## src/rtl/alu_ctrl_pkg.sv

```systemverilog
// Shared definitions for the execute-stage ALU controller: opcode map,
// ALU select and CCR bit positions, and the controller state encoding.
package alu_ctrl_pkg;

    localparam int OP_W  = 5;
    localparam int SEL_W = 12;
    localparam int CCR_W = 3;

    localparam logic [OP_W-1:0] OP_NOP  = 5'd0;
    localparam logic [OP_W-1:0] OP_SETC = 5'd1;
    localparam logic [OP_W-1:0] OP_CLRC = 5'd2;
    localparam logic [OP_W-1:0] OP_NOT  = 5'd3;
    localparam logic [OP_W-1:0] OP_INC  = 5'd4;
    localparam logic [OP_W-1:0] OP_DEC  = 5'd5;
    localparam logic [OP_W-1:0] OP_IN   = 5'd6;
    localparam logic [OP_W-1:0] OP_MOV  = 5'd7;
    localparam logic [OP_W-1:0] OP_ADD  = 5'd8;
    localparam logic [OP_W-1:0] OP_SUB  = 5'd9;
    localparam logic [OP_W-1:0] OP_AND  = 5'd10;
    localparam logic [OP_W-1:0] OP_OR   = 5'd11;
    localparam logic [OP_W-1:0] OP_SHL  = 5'd12;
    localparam logic [OP_W-1:0] OP_SHR  = 5'd13;
    localparam logic [OP_W-1:0] OP_LDM  = 5'd14;

    localparam int SEL_MOV = 0;
    localparam int SEL_ADD = 1;
    localparam int SEL_NOT = 2;
    localparam int SEL_INC = 3;
    localparam int SEL_DEC = 4;
    localparam int SEL_SUB = 5;
    localparam int SEL_AND = 6;
    localparam int SEL_OR  = 7;
    localparam int SEL_SHL = 8;
    localparam int SEL_SHR = 9;
    localparam int SEL_IN  = 10;
    localparam int SEL_LDM = 11;

    localparam int CCR_Z = 0;
    localparam int CCR_N = 1;
    localparam int CCR_C = 2;

    typedef enum logic [1:0] {
        ST_RUN     = 2'd0,
        ST_SAVE    = 2'd1,
        ST_HOLD    = 2'd2,
        ST_RESTORE = 2'd3
    } ctrl_state_e;

    function automatic logic [SEL_W-1:0] sel_bit(input int unsigned idx);
        sel_bit = {{(SEL_W-1){1'b0}}, 1'b1} << idx;
    endfunction

endpackage

```

## src/rtl/alu_op_decode.sv

```systemverilog
// Combinational opcode decode: ALU one-hot select plus per-opcode CCR
// update controls. Undefined opcodes select nothing and flag illegal.
module alu_op_decode
    import alu_ctrl_pkg::*;
(
    input  logic [4:0]  opcode,
    output logic [11:0] alu_sel,
    output logic        zn_upd,
    output logic        c_upd,
    output logic        c_set,
    output logic        c_clr,
    output logic        illegal
);

    // opcode to select line and flag-update class
    always_comb begin
        alu_sel = {SEL_W{1'b0}};
        zn_upd  = 1'b0;
        c_upd   = 1'b0;
        c_set   = 1'b0;
        c_clr   = 1'b0;
        illegal = 1'b0;
        case (opcode)
            OP_NOP:  alu_sel = {SEL_W{1'b0}};
            OP_SETC: c_set   = 1'b1;
            OP_CLRC: c_clr   = 1'b1;
            OP_NOT: begin
                alu_sel = sel_bit(SEL_NOT);
                zn_upd  = 1'b1;
            end
            OP_INC: begin
                alu_sel = sel_bit(SEL_INC);
                zn_upd  = 1'b1;
            end
            OP_DEC: begin
                alu_sel = sel_bit(SEL_DEC);
                zn_upd  = 1'b1;
            end
            OP_IN:  alu_sel = sel_bit(SEL_IN);
            OP_MOV: alu_sel = sel_bit(SEL_MOV);
            OP_ADD: begin
                alu_sel = sel_bit(SEL_ADD);
                zn_upd  = 1'b1;
                c_upd   = 1'b1;
            end
            OP_SUB: begin
                alu_sel = sel_bit(SEL_SUB);
                zn_upd  = 1'b1;
            end
            OP_AND: begin
                alu_sel = sel_bit(SEL_AND);
                zn_upd  = 1'b1;
            end
            OP_OR: begin
                alu_sel = sel_bit(SEL_OR);
                zn_upd  = 1'b1;
            end
            OP_SHL: begin
                alu_sel = sel_bit(SEL_SHL);
                zn_upd  = 1'b1;
            end
            OP_SHR: begin
                alu_sel = sel_bit(SEL_SHR);
                zn_upd  = 1'b1;
            end
            OP_LDM:  alu_sel = sel_bit(SEL_LDM);
            default: illegal = 1'b1;
        endcase
    end

endmodule

```

## src/rtl/alu_ctrl.sv

```systemverilog
// Execute-stage ALU controller: gates the decoded ALU select, owns the
// architectural CCR and its interrupt shadow, and sequences INT entry / RTI.
module alu_ctrl
    import alu_ctrl_pkg::*;
#(
    parameter int INT_CYCLES = 2,
    parameter int CNT_W      = 3
) (
    input  logic        clk,
    input  logic        rst,
    input  logic        op_valid,
    input  logic [4:0]  opcode,
    input  logic        stall,
    input  logic        flush,
    input  logic [2:0]  ccr_alu,
    input  logic [2:0]  flag_clr,
    input  logic        int_req,
    input  logic        rti_req,
    output logic [11:0] alu_sel,
    output logic [2:0]  ccr,
    output logic        busy,
    output logic        int_ack,
    output logic        rti_ack,
    output logic        illegal
);

    ctrl_state_e       state_r;
    ctrl_state_e       state_nxt_s;
    logic [CNT_W-1:0]  cnt_r;
    logic [CNT_W-1:0]  cnt_nxt_s;
    logic [CCR_W-1:0]  ccr_r;
    logic [CCR_W-1:0]  ccr_nxt_s;
    logic [CCR_W-1:0]  ccr_cleared_s;
    logic [CCR_W-1:0]  shadow_r;
    logic [CCR_W-1:0]  shadow_nxt_s;
    logic              illegal_r;
    logic              illegal_nxt_s;
    logic              accept_s;

    logic [SEL_W-1:0]  dec_sel_s;
    logic              dec_zn_upd_s;
    logic              dec_c_upd_s;
    logic              dec_c_set_s;
    logic              dec_c_clr_s;
    logic              dec_illegal_s;

    alu_op_decode u_decode (
        .opcode  (opcode),
        .alu_sel (dec_sel_s),
        .zn_upd  (dec_zn_upd_s),
        .c_upd   (dec_c_upd_s),
        .c_set   (dec_c_set_s),
        .c_clr   (dec_c_clr_s),
        .illegal (dec_illegal_s)
    );

    assign accept_s = op_valid & ~stall & ~flush & (state_r == ST_RUN);
    assign ccr      = ccr_r;
    assign illegal  = illegal_r;

    // controller state register
    always_ff @(posedge clk or posedge rst) begin
        if (rst) begin
            state_r <= ST_RUN;
        end else begin
            state_r <= state_nxt_s;
        end
    end

    // next-state logic; requests are only sampled in RUN, INT before RTI
    always_comb begin
        state_nxt_s = state_r;
        case (state_r)
            ST_RUN: begin
                if (int_req) begin
                    state_nxt_s = ST_SAVE;
                end else if (rti_req) begin
                    state_nxt_s = ST_RESTORE;
                end else begin
                    state_nxt_s = ST_RUN;
                end
            end
            ST_SAVE:    state_nxt_s = ST_HOLD;
            ST_HOLD: begin
                if (cnt_r == {CNT_W{1'b0}}) begin
                    state_nxt_s = ST_RUN;
                end else begin
                    state_nxt_s = ST_HOLD;
                end
            end
            ST_RESTORE: state_nxt_s = ST_RUN;
            default:    state_nxt_s = ST_RUN;
        endcase
    end

    // outputs decoded from the current state and accept
    always_comb begin
        alu_sel = accept_s ? dec_sel_s : {SEL_W{1'b0}};
        busy    = (state_r != ST_RUN);
        int_ack = (state_r == ST_HOLD) && (cnt_r == {CNT_W{1'b0}});
        rti_ack = (state_r == ST_RESTORE);
    end

    // CCR, shadow and hold-counter next values; an accepted op overrides flag_clr
    always_comb begin
        ccr_cleared_s = ccr_r & ~flag_clr;
        ccr_nxt_s     = ccr_cleared_s;
        shadow_nxt_s  = shadow_r;
        cnt_nxt_s     = cnt_r;
        illegal_nxt_s = accept_s & dec_illegal_s;
        case (state_r)
            ST_RUN: begin
                ccr_nxt_s[CCR_Z] = (accept_s & dec_zn_upd_s) ? ccr_alu[CCR_Z] : ccr_cleared_s[CCR_Z];
                ccr_nxt_s[CCR_N] = (accept_s & dec_zn_upd_s) ? ccr_alu[CCR_N] : ccr_cleared_s[CCR_N];
                ccr_nxt_s[CCR_C] = (accept_s & dec_c_upd_s) ? ccr_alu[CCR_C] :
                                   (accept_s & dec_c_set_s) ? 1'b1 :
                                   (accept_s & dec_c_clr_s) ? 1'b0 : ccr_cleared_s[CCR_C];
            end
            ST_SAVE: begin
                shadow_nxt_s = ccr_cleared_s;
                cnt_nxt_s    = CNT_W'(INT_CYCLES - 1);
            end
            ST_HOLD: begin
                cnt_nxt_s = (cnt_r != {CNT_W{1'b0}}) ? (cnt_r - CNT_W'(1)) : cnt_r;
            end
            ST_RESTORE: begin
                ccr_nxt_s = shadow_r;
            end
            default: begin
                ccr_nxt_s = ccr_cleared_s;
            end
        endcase
    end

    // datapath registers
    always_ff @(posedge clk or posedge rst) begin
        if (rst) begin
            ccr_r     <= {CCR_W{1'b0}};
            shadow_r  <= {CCR_W{1'b0}};
            cnt_r     <= {CNT_W{1'b0}};
            illegal_r <= 1'b0;
        end else begin
            ccr_r     <= ccr_nxt_s;
            shadow_r  <= shadow_nxt_s;
            cnt_r     <= cnt_nxt_s;
            illegal_r <= illegal_nxt_s;
        end
    end

endmodule

```

## config.mk

```make
export PLATFORM = sky130hd
export DESIGN_NAME = alu_ctrl
export DESIGN_NICKNAME = d
export VERILOG_FILES = /design/src/rtl/alu_ctrl_pkg.sv /design/src/rtl/alu_op_decode.sv /design/src/rtl/alu_ctrl.sv
export SDC_FILE = /design/constraint.sdc
export NUM_CORES = 1
export LEC_CHECK = 0
export CORE_MARGIN = 2
export CORE_UTILIZATION = 42
export CTS_CLUSTER_SIZE = 8
export DETAILED_ROUTE_END_ITERATION = 8
export PLACE_DENSITY = 0.89
export SYNTH_ARGS = -nofsm -noshare
export SYNTH_HDL_FRONTEND = slang
export SYNTH_SLANG_ARGS = --single-unit
```

## constraint.sdc

```tcl
create_clock -name clk -period 2.1 [get_ports clk]
set_input_delay 0.21 -clock clk [delete_from_list [all_inputs] [get_ports clk]]
set_output_delay 0.21 -clock clk [all_outputs]
set_load 0.1 [all_outputs]
```

* Yosys cells after proc, flatten, opt, wreduce, memory -nomap -nowiden *
Cells that the tools add are included.
W data, S select, Z words.

cells by class
  add/subtract/negate cells = 1
  multipliers = 0
  divide/modulo/power cells = 0
  $lt $le $gt $ge = 0
  eq/ne operators = 18
  shifts and indexed selects = 0
  muxes and demuxes = 19
  bitwise gates (word level) = 12
  reduce and logical (&&, ||, !) cells = 10

operators with widths
  cell                   number
  $pmux W12 S12          1
  $eq A5 B4 Y1 const B   7
  $eq A5 B3 Y1 const B   4
  $reduce_or A15 Y1      1
  $mux W12               1
  $pmux W3 S2            2
  $eq A5 B2 Y1 const B   2
  $mux W1                10
  $reduce_or A9 Y1       1
  $and A1 B1 Y1          8
  $pmux W2 S4            1
  $mux W2                3
  $eq A5 B1 Y1 const B   1
  $logic_not A5 Y1       1
  $eq A2 B2 Y1 const B   2
  $reduce_bool A2 Y1     2
  $and A3 B3 Y3          1
  $logic_not A3 Y1       1
  $mux W3                1
  $not A3 Y3             1
  $reduce_bool A3 Y1     1
  $sub A3 B1 Y3 const B  1
  $eq A2 B1 Y1 const B   1
  $logic_not A2 Y1       1
  4 further kinds        5

word-level totals
  flip-flop bits (word level) = 12
  bits in latches = 0
  RAM bits = 0
  memory bits (read-only) = 0
  bits of input ports = 18
  output and inout bits = 19
  logic and storage cells = 65
  memories = 0

* Longest topological paths before layout *
Gate-level depths: netlist (run 1).

  depth after elaboration = 9
  mapped depth = 6
  mapped depth without buffers = 6

* By module *
Synthesis (run 1) repeated with hierarchy kept, for this count alone.

unflattened totals
  cells, all modules = 110
  area, all modules = 957.2 um^2

by module, submodules not included
  module         times used  cells each  area an instance (um^2)  sequential area each (um^2)
  alu_ctrl       1           83          785.8                    300.3
  alu_op_decode  1           27          171.4                    0.0

* Worst setup path after synthesis (run 1) *
Ideal clock, no wire load.

  path type = reg-to-output
  start = register state_r[0]
  end = output alu_sel[3]
  data arrival time = 3.208 ns
  data required time = 1.890 ns
  slack = -1.318 ns
  stages on the path, launching flop included = 7
  path buffers = 0
  cell sequence = dfrtp_1 inv_1 ha_1 nand4bb_4 nor2_1 nand3b_1 nor3_1

between the ends
  longest elaborated chain between the ends = 3

ends and longest elaborated chain
  item                      RTL line        RTL
  start: declaration        alu_ctrl.sv:27  ctrl_state_e state_r;
  start signal: assignment  alu_ctrl.sv:66  state_r <= state_nxt_s;
  $logic_not A2 Y1          alu_ctrl.sv:57  assign accept_s = op_valid & ~stall & ~flush & (state_r == ST_RUN);
  $and A1 B1 Y1             alu_ctrl.sv:57
  $mux W12                  alu_ctrl.sv:98  alu_sel = accept_s ? dec_sel_s : {SEL_W{1'b0}};
  end: declaration          alu_ctrl.sv:19  output logic [11:0] alu_sel,

Every way passes these cells.

* Worst setup path after layout (run 1) *
  start = register state_r[1]
  end = output alu_sel[4]

The elaborated chain is that of the path after synthesis.

==> results of run 1 <==
## worst max-delay path: stages (launching register included)
cell       delay (ps)
dfrtp_1           410
inv_2              90
ha_4              180
nand4bb_4         150
nor2_4            150
nand3b_1          170
buf_6             190
nor2_4            110
buf_12            190
## kinds of logic after synthesis
| kind of cell | Yosys count | synth area share (%) |
|---|---|---|
| and+or+nand+nor | 50 | 31.1 |
| AOI/OAI and AO/OA | 17 | 16.5 |
| DFF | 12 | 34.1 |
| buffers and inverters | 11 | 4.97 |
| adders and majority gates | 6 | 8.52 |
| muxes | 3 | 3.83 |
| xor gates and xnor gates | 1 | 0.994 |
## path summary, 6_finish.rpt
path	from	slack [ps]	endpoint
max	state_r[1]	-30	alu_sel[4]
min	rst	240	illegal
max reg2reg	state_r[1]	340	ccr[2]
min reg2reg	cnt_r[0]	480	cnt_r[0]
max in group asynchronous	rst	1530	cnt_r[2]
min in group clk	cnt_r[0]	480	cnt_r[0]
## cell type report
class                   instances  area share [%]
inverters                       8            1.82
repair buffers                 51            35.9
flip-flops and latches         12            18.2
multi-input cells              77            39.7
clock buffers                   4            2.20
well taps                      27            2.05
## power groups by stage
stage / sequential [mW] / combinational (mW) / clock (mW)
after floorplan: 0.321 / 0.514 / 0
after global placement: 0.308 / 0.674 / 0
after detailed placement: 0.312 / 0.705 / 0
after CTS: 0.301 / 0.762 / 0.190
after global routing: 0.308 / 0.844 / 0.212
final: 0.303 / 0.795 / 0.193
## flip-flops by register name, indices dropped and copies added, names as in the netlist
register  flops
ccr           3
illegal       1
cnt_r         3
state_r       2
shadow_r      3
## metal layers
metal  wire, um  vias to the layer above  part of all wire, %
met1       1160                      488                   36
met3        229                       14                  7.1
met4        132                        0                  4.1
met5          0                        -                    0
met2       1700                       63                   53
li1           -                      455                    -
## stage by stage
stage               worst slack, ps  std cells  utilization [%]  total power, mW  instance area (um2)
finish                        -27.3        179             83.9             1.29                 1650
global route                   -112        179             83.9             1.36                 1650
CTS                            6.48        173             81.4             1.25                 1600
detailed placement              153        165             76.8             1.02                 1510
global placement                235        165             76.8            0.982                 1510
floorplan                      -103        100                -            0.835                  973
## what timing repair did
action                     CTS  global route
pin swaps                    3             7
setup endpoints to repair    6             6
hold buffers                 0             0
cloned                       0             0
gates resized for setup      5             1
buffers inserted             4             6
## cells in the final DEF, fill, tap and decap left out, types with 5 or more instances in the layout
| cell | synthesis | routed |
|---|---|---|
| buf_4 | 0 | 20 |
| clkdlybuf4s50_1 | 0 | 17 |
| buf_12 | 0 | 13 |
| dfrtp_1 | 12 | 12 |
| nor2_1 | 19 | 10 |
| nand2_1 | 8 | 8 |
| inv_1 | 8 | 6 |
| nor2b_1 | 6 | 6 |
| nor2_4 | 0 | 5 |
| ha_1 | 6 | 5 |
==> run summary, run 1 <==
DR DRC count - 0
Final clock skew - 6.47 ps
Top-count cell post-synth - nor2_1
CTS max path bufs - 2
CTS clock-pin slew for the worst setup and hold paths - 80 ps
Initial DRT Pass Iterations - 4
WL final - 3.22 mm
Hold slack - 240 ps
WS Path Type - flip-flop to output pin
Ys Warns - 0
Final setup viols - 5
Antenna violations before repair - 0
First-pass GRT wire length - 4.63 mm
Top cells by area, synth - dfrtp_1 34%, ha_1 8.5%, nor2_1 8.1%, nor2b_1 4.3%, mux2_2 3.8%
M2 GR Usage - 44.4%
Cell Area, Synth - 881 um2
Leakage - 0.687 nW
Fmax - 0.470 GHz
ANT nets after route - 0
CP Capture Type - output pin
Tcrit/Tclk final - 101%
Die X - 49.8 um
Top-area cell type share of the netlist area - 34.1%
Post-synthesis sequential area ratio - 34.1%
Rows - 16
Met3 Track Usage GR - 2.42%
CP startpoint kind - flip-flop
CTS tree - yes
Area Growth Syn to Fin - 86.9%
Total number of vias - 1020
Arrival @ worst endpoint - 1920 ps
Endpoints failing hold - 0
Seq. cell area - 300 um2
Minimum clock period - 2130 ps
Post-DR wirelength/cell - 18.0 um
Internal power - 0.680 mW
GRT Overall Usage - 24.9%
Power share of the combinational group - 61.6%
Worst Max-Slew Pin Slew - 557 ps
Initial cell density of the core - 44.9%
RSZ-0062 raised after global routing - yes
Die Span Y - 49.8 um
Synth Area per Inst - 8.81 um2
Ports - 37
Synth async-reset ratio - 100%
Synth area leader - dfrtp_1
Clk root buf - clkbuf_4
CTS buffer count - 3
Maxcap violations - 0
Worst-case reg-to-reg path depth - 7
GRT Residual Overflow - 0
# diodes - 0
Cells after Synth - 100
Run status - finished with violations
CP Max Fanout - 5
Post-synth cell types - 30
Flop pwr share - 23.5%
Slew Viols, Final - 0
Vias/cell - 5.70
Die footprint - 2480 um2
Nets - 177
Hold Path Class - primary input to async pin
Flops & latches, synth - 12
Clock sinks - 12
Switching fraction of total power - 47.3%
PnR worst setup slack - -27.3 ps
Rel. slew slack - 62.5%
Met1 Use GR - 29.0%
Cell Pwr Density - 784 nW/um2
Vias in the first global route - 1000
Psw - 0.611 mW
Clock latency at the later pin of the worst-skew pair - 290 ps
GR peak layer - met2
H-Tree Depth - 1
Clock Power Share - 15.0%
Fraction of layout cells with a size suffix above 1 - 41.4%
CP required - 1890 ps
Commonest cells post-synth - 19 x nor2_1, 12 x dfrtp_1, 8 x inv_1, 8 x nand2_1
Multi-input logic area - 654 um2
Core area - 1960 um2
Maximum VDD drop - 0.796 mV
Total Negative Setup Slacks - -88.8 ps
Most used DFF post-synth - dfrtp_1
Failing checks - negative setup slack
I/O Buffers - 36
Post-synth EDFFs - 0
DP HPWL - 2.13 mm
Layout fillers - 110
Gp weighted congestion - 0.809
Initial DRC count - 28
Syn nets - 124
Largest net degree at the start of global routing - 13
Power figures use the tool's default switching activity.
==> run 2, diff against run 1 <==
- CORE_UTILIZATION: 42 -> 43
- CTS_BUF_LIST: not set -> sky130_fd_sc_hd__clkbuf_2 sky130_fd_sc_hd__clkbuf_4 sky130_fd_sc_hd__clkbuf_8
- PLACE_DENSITY: 0.89 -> 0.91
==> run summary, run 2 (same netlist as run 1, synthesis figures left out) <==
Run status - finished clean (was finished with violations)
Multi-input logic area - 634 um2 (was 654 um2)
GRT Overall Usage - 23.0% (was 24.9%)
Hold buffer count at cts - 0 (unchanged)
Fraction of layout cells with a size suffix above 1 - 39.5% (was 41.4%)
Clock latency at the later pin of the worst-skew pair - 260 ps (was 290 ps)
CP Capture Type - output pin (unchanged)
Total number of vias - 913 (was 1020)
CTS max path bufs - 2 (unchanged)
Rel. slew slack - 66.0% (was 62.5%)
Tcrit/Tclk final - 97.8% (was 101%)
Largest net degree at the start of global routing - 13 (unchanged)
Slew Viols, Final - 0 (unchanged)
Minimum clock period - 2050 ps (was 2130 ps)
Antenna violations before repair - 0 (unchanged)
GRT Residual Overflow - 0 (unchanged)
Internal power - 0.661 mW (was 0.680 mW)
CTS tree - yes (unchanged)
H-Tree Depth - 1 (unchanged)
# diodes - 0 (unchanged)
ANT nets after route - 0 (unchanged)
Hold slack - 248 ps (was 240 ps)
Power consumption - 1.24 mW (was 1.29 mW)
RSZ-0062 raised after global routing - yes (unchanged)
I/O Buffers - 36 (unchanged)
Leakage - 0.659 nW (was 0.687 nW)
Hold Path Class - primary input to async pin (unchanged)
Core area - 1940 um2 (was 1960 um2)
CTS clock-pin slew for the worst setup and hold paths - 70 ps (was 80 ps)
PnR worst setup slack - 46.2 ps (was -27.3 ps)
CP Max Fanout - 4 (was 5)
Initial cell density of the core - 45.4% (was 44.9%)
WL final - 2.55 mm (was 3.22 mm)
Gp weighted congestion - 0.743 (was 0.809)
Rows - 16 (unchanged)
CTS buffer count - 3 (unchanged)
Psw - 0.579 mW (was 0.611 mW)
Ports - 37 (unchanged)
Clock Power Share - 11.0% (was 15.0%)
Clock sinks - 12 (unchanged)
First-pass GRT wire length - 4.34 mm (was 4.63 mm)
Die footprint - 2430 um2 (was 2480 um2)
Fmax - 0.487 GHz (was 0.470 GHz)
Final setup viols - 0 (was 5)
Die Span Y - 49.3 um (was 49.8 um)
Vias in the first global route - 996 (was 1000)
Power share of the combinational group - 64.5% (was 61.6%)
Final clock skew - 2.48 ps (was 6.47 ps)
Fin area - 1580 um2 (was 1650 um2)
Dpl ws - 176 ps (was 153 ps)
Initial DRC count - 12 (was 28)
Vias/cell - 5.25 (was 5.70)
DR DRC count - 0 (unchanged)
Area Growth Syn to Fin - 79.3% (was 86.9%)
Post-DR wirelength/cell - 14.6 um (was 18.0 um)
Most frequent cells in the layout - 17 x clkdlybuf4s50_1, 17 x buf_4, 13 x buf_12 (was 20 x buf_4, 17 x clkdlybuf4s50_1, 13 x buf_12)
Layout fillers - 112 (was 110)
Maxcap violations - 0 (unchanged)
WS Path Type - flip-flop to output pin (unchanged)
CP startpoint kind - flip-flop (unchanged)
Initial DRT Pass Iterations - 4 (unchanged)
Arrival @ worst endpoint - 1840 ps (was 1920 ps)
Switching fraction of total power - 46.7% (was 47.3%)
Flop pwr share - 24.5% (was 23.5%)
Die X - 49.3 um (was 49.8 um)
Worst Max-Slew Pin Slew - 505 ps (was 557 ps)
Post-DP Area - 1500 um2 (was 1510 um2)
Maximum VDD drop - 0.794 mV (was 0.796 mV)
Clk root buf - clkbuf_4 (unchanged)
Cell Pwr Density - 785 nW/um2 (was 784 nW/um2)
CP required - 1890 ps (about the same)
Nets - 173 (was 177)
DP HPWL - 2.06 mm (was 2.13 mm)
Seq. cell area - 300 um2 (unchanged)
Endpoints failing hold - 0 (unchanged)
## run 2: cell count changes in the layout (fill, tap and decap cells not counted), sizes merged
cell,change
buf,-4
clkbuf,-1
## run 2: final timing paths
path	start	to	slack, ps	depth (start not counted)
max	state_r[0]	alu_sel[1]	50	6
max in group asynchronous	rst	ccr[2]	1540	2
max reg2reg	state_r[0]	ccr[2]	420	8
min in group clk	cnt_r[0]	cnt_r[0]	470	1
min	rst	cnt_r[2]	250	2
min reg2reg	cnt_r[0]	cnt_r[0]	470	1
## run 2: cell type report
cell class | count | area share (%)
Timing Repair Buffer | 47 | 35.3
Clock buffer | 3 | 1.43
Inverter | 8 | 1.90
Sequential cell | 12 | 19.0
Multi-Input combinational cell | 77 | 40.2
Tap cell | 27 | 2.14
## run 2: per-layer routing
metal | global-route usage (%) | vias up | routed length [um]
met5 | 0 | - | 0
li1 | - | 452 | -
met4 | 8.57 | 0 | 36
met1 | 28.4 | 437 | 1040
met2 | 41.9 | 20 | 1420
met3 | 0.920 | 4 | 53
## run 2: timing repair
action,CTS,global route
pin swaps,4,4
setup buffers,7,0
setup endpoints to repair,6,4
resized for setup,1,0
hold endpoints to repair,0,0
cloned,0,0
## run 2: metrics by stage
step | std cells | TNS [ps] | utilization (%)
detailed placement | 164 | 0 | 77.2
global route | 174 | -17.5 | 81.3
finish | 174 | 0 | 81.3
global placement | 164 | 0 | 77.2
floorplan | 100 | -379 | -
CTS | 174 | 0 | 81.3
## run 2: power groups by stage
stage          sequential (mW)  clock (mW)  combinational (mW)
2_1_floorplan            0.321           0               0.514
3_3_place_gp             0.309           0               0.676
3_5_place_dp             0.313           0               0.694
4_1_cts                  0.302       0.139               0.795
5_1_grt                  0.306       0.146               0.863
6_report                 0.303       0.137               0.800
## run 2: critical path, stage by stage (launching register included)
cell and delay [ps]:
dfrtp_1 400, inv_2 90, ha_4 160, and4bb_2 310, nand3_4 130, nor3_4 260
buf_12 210
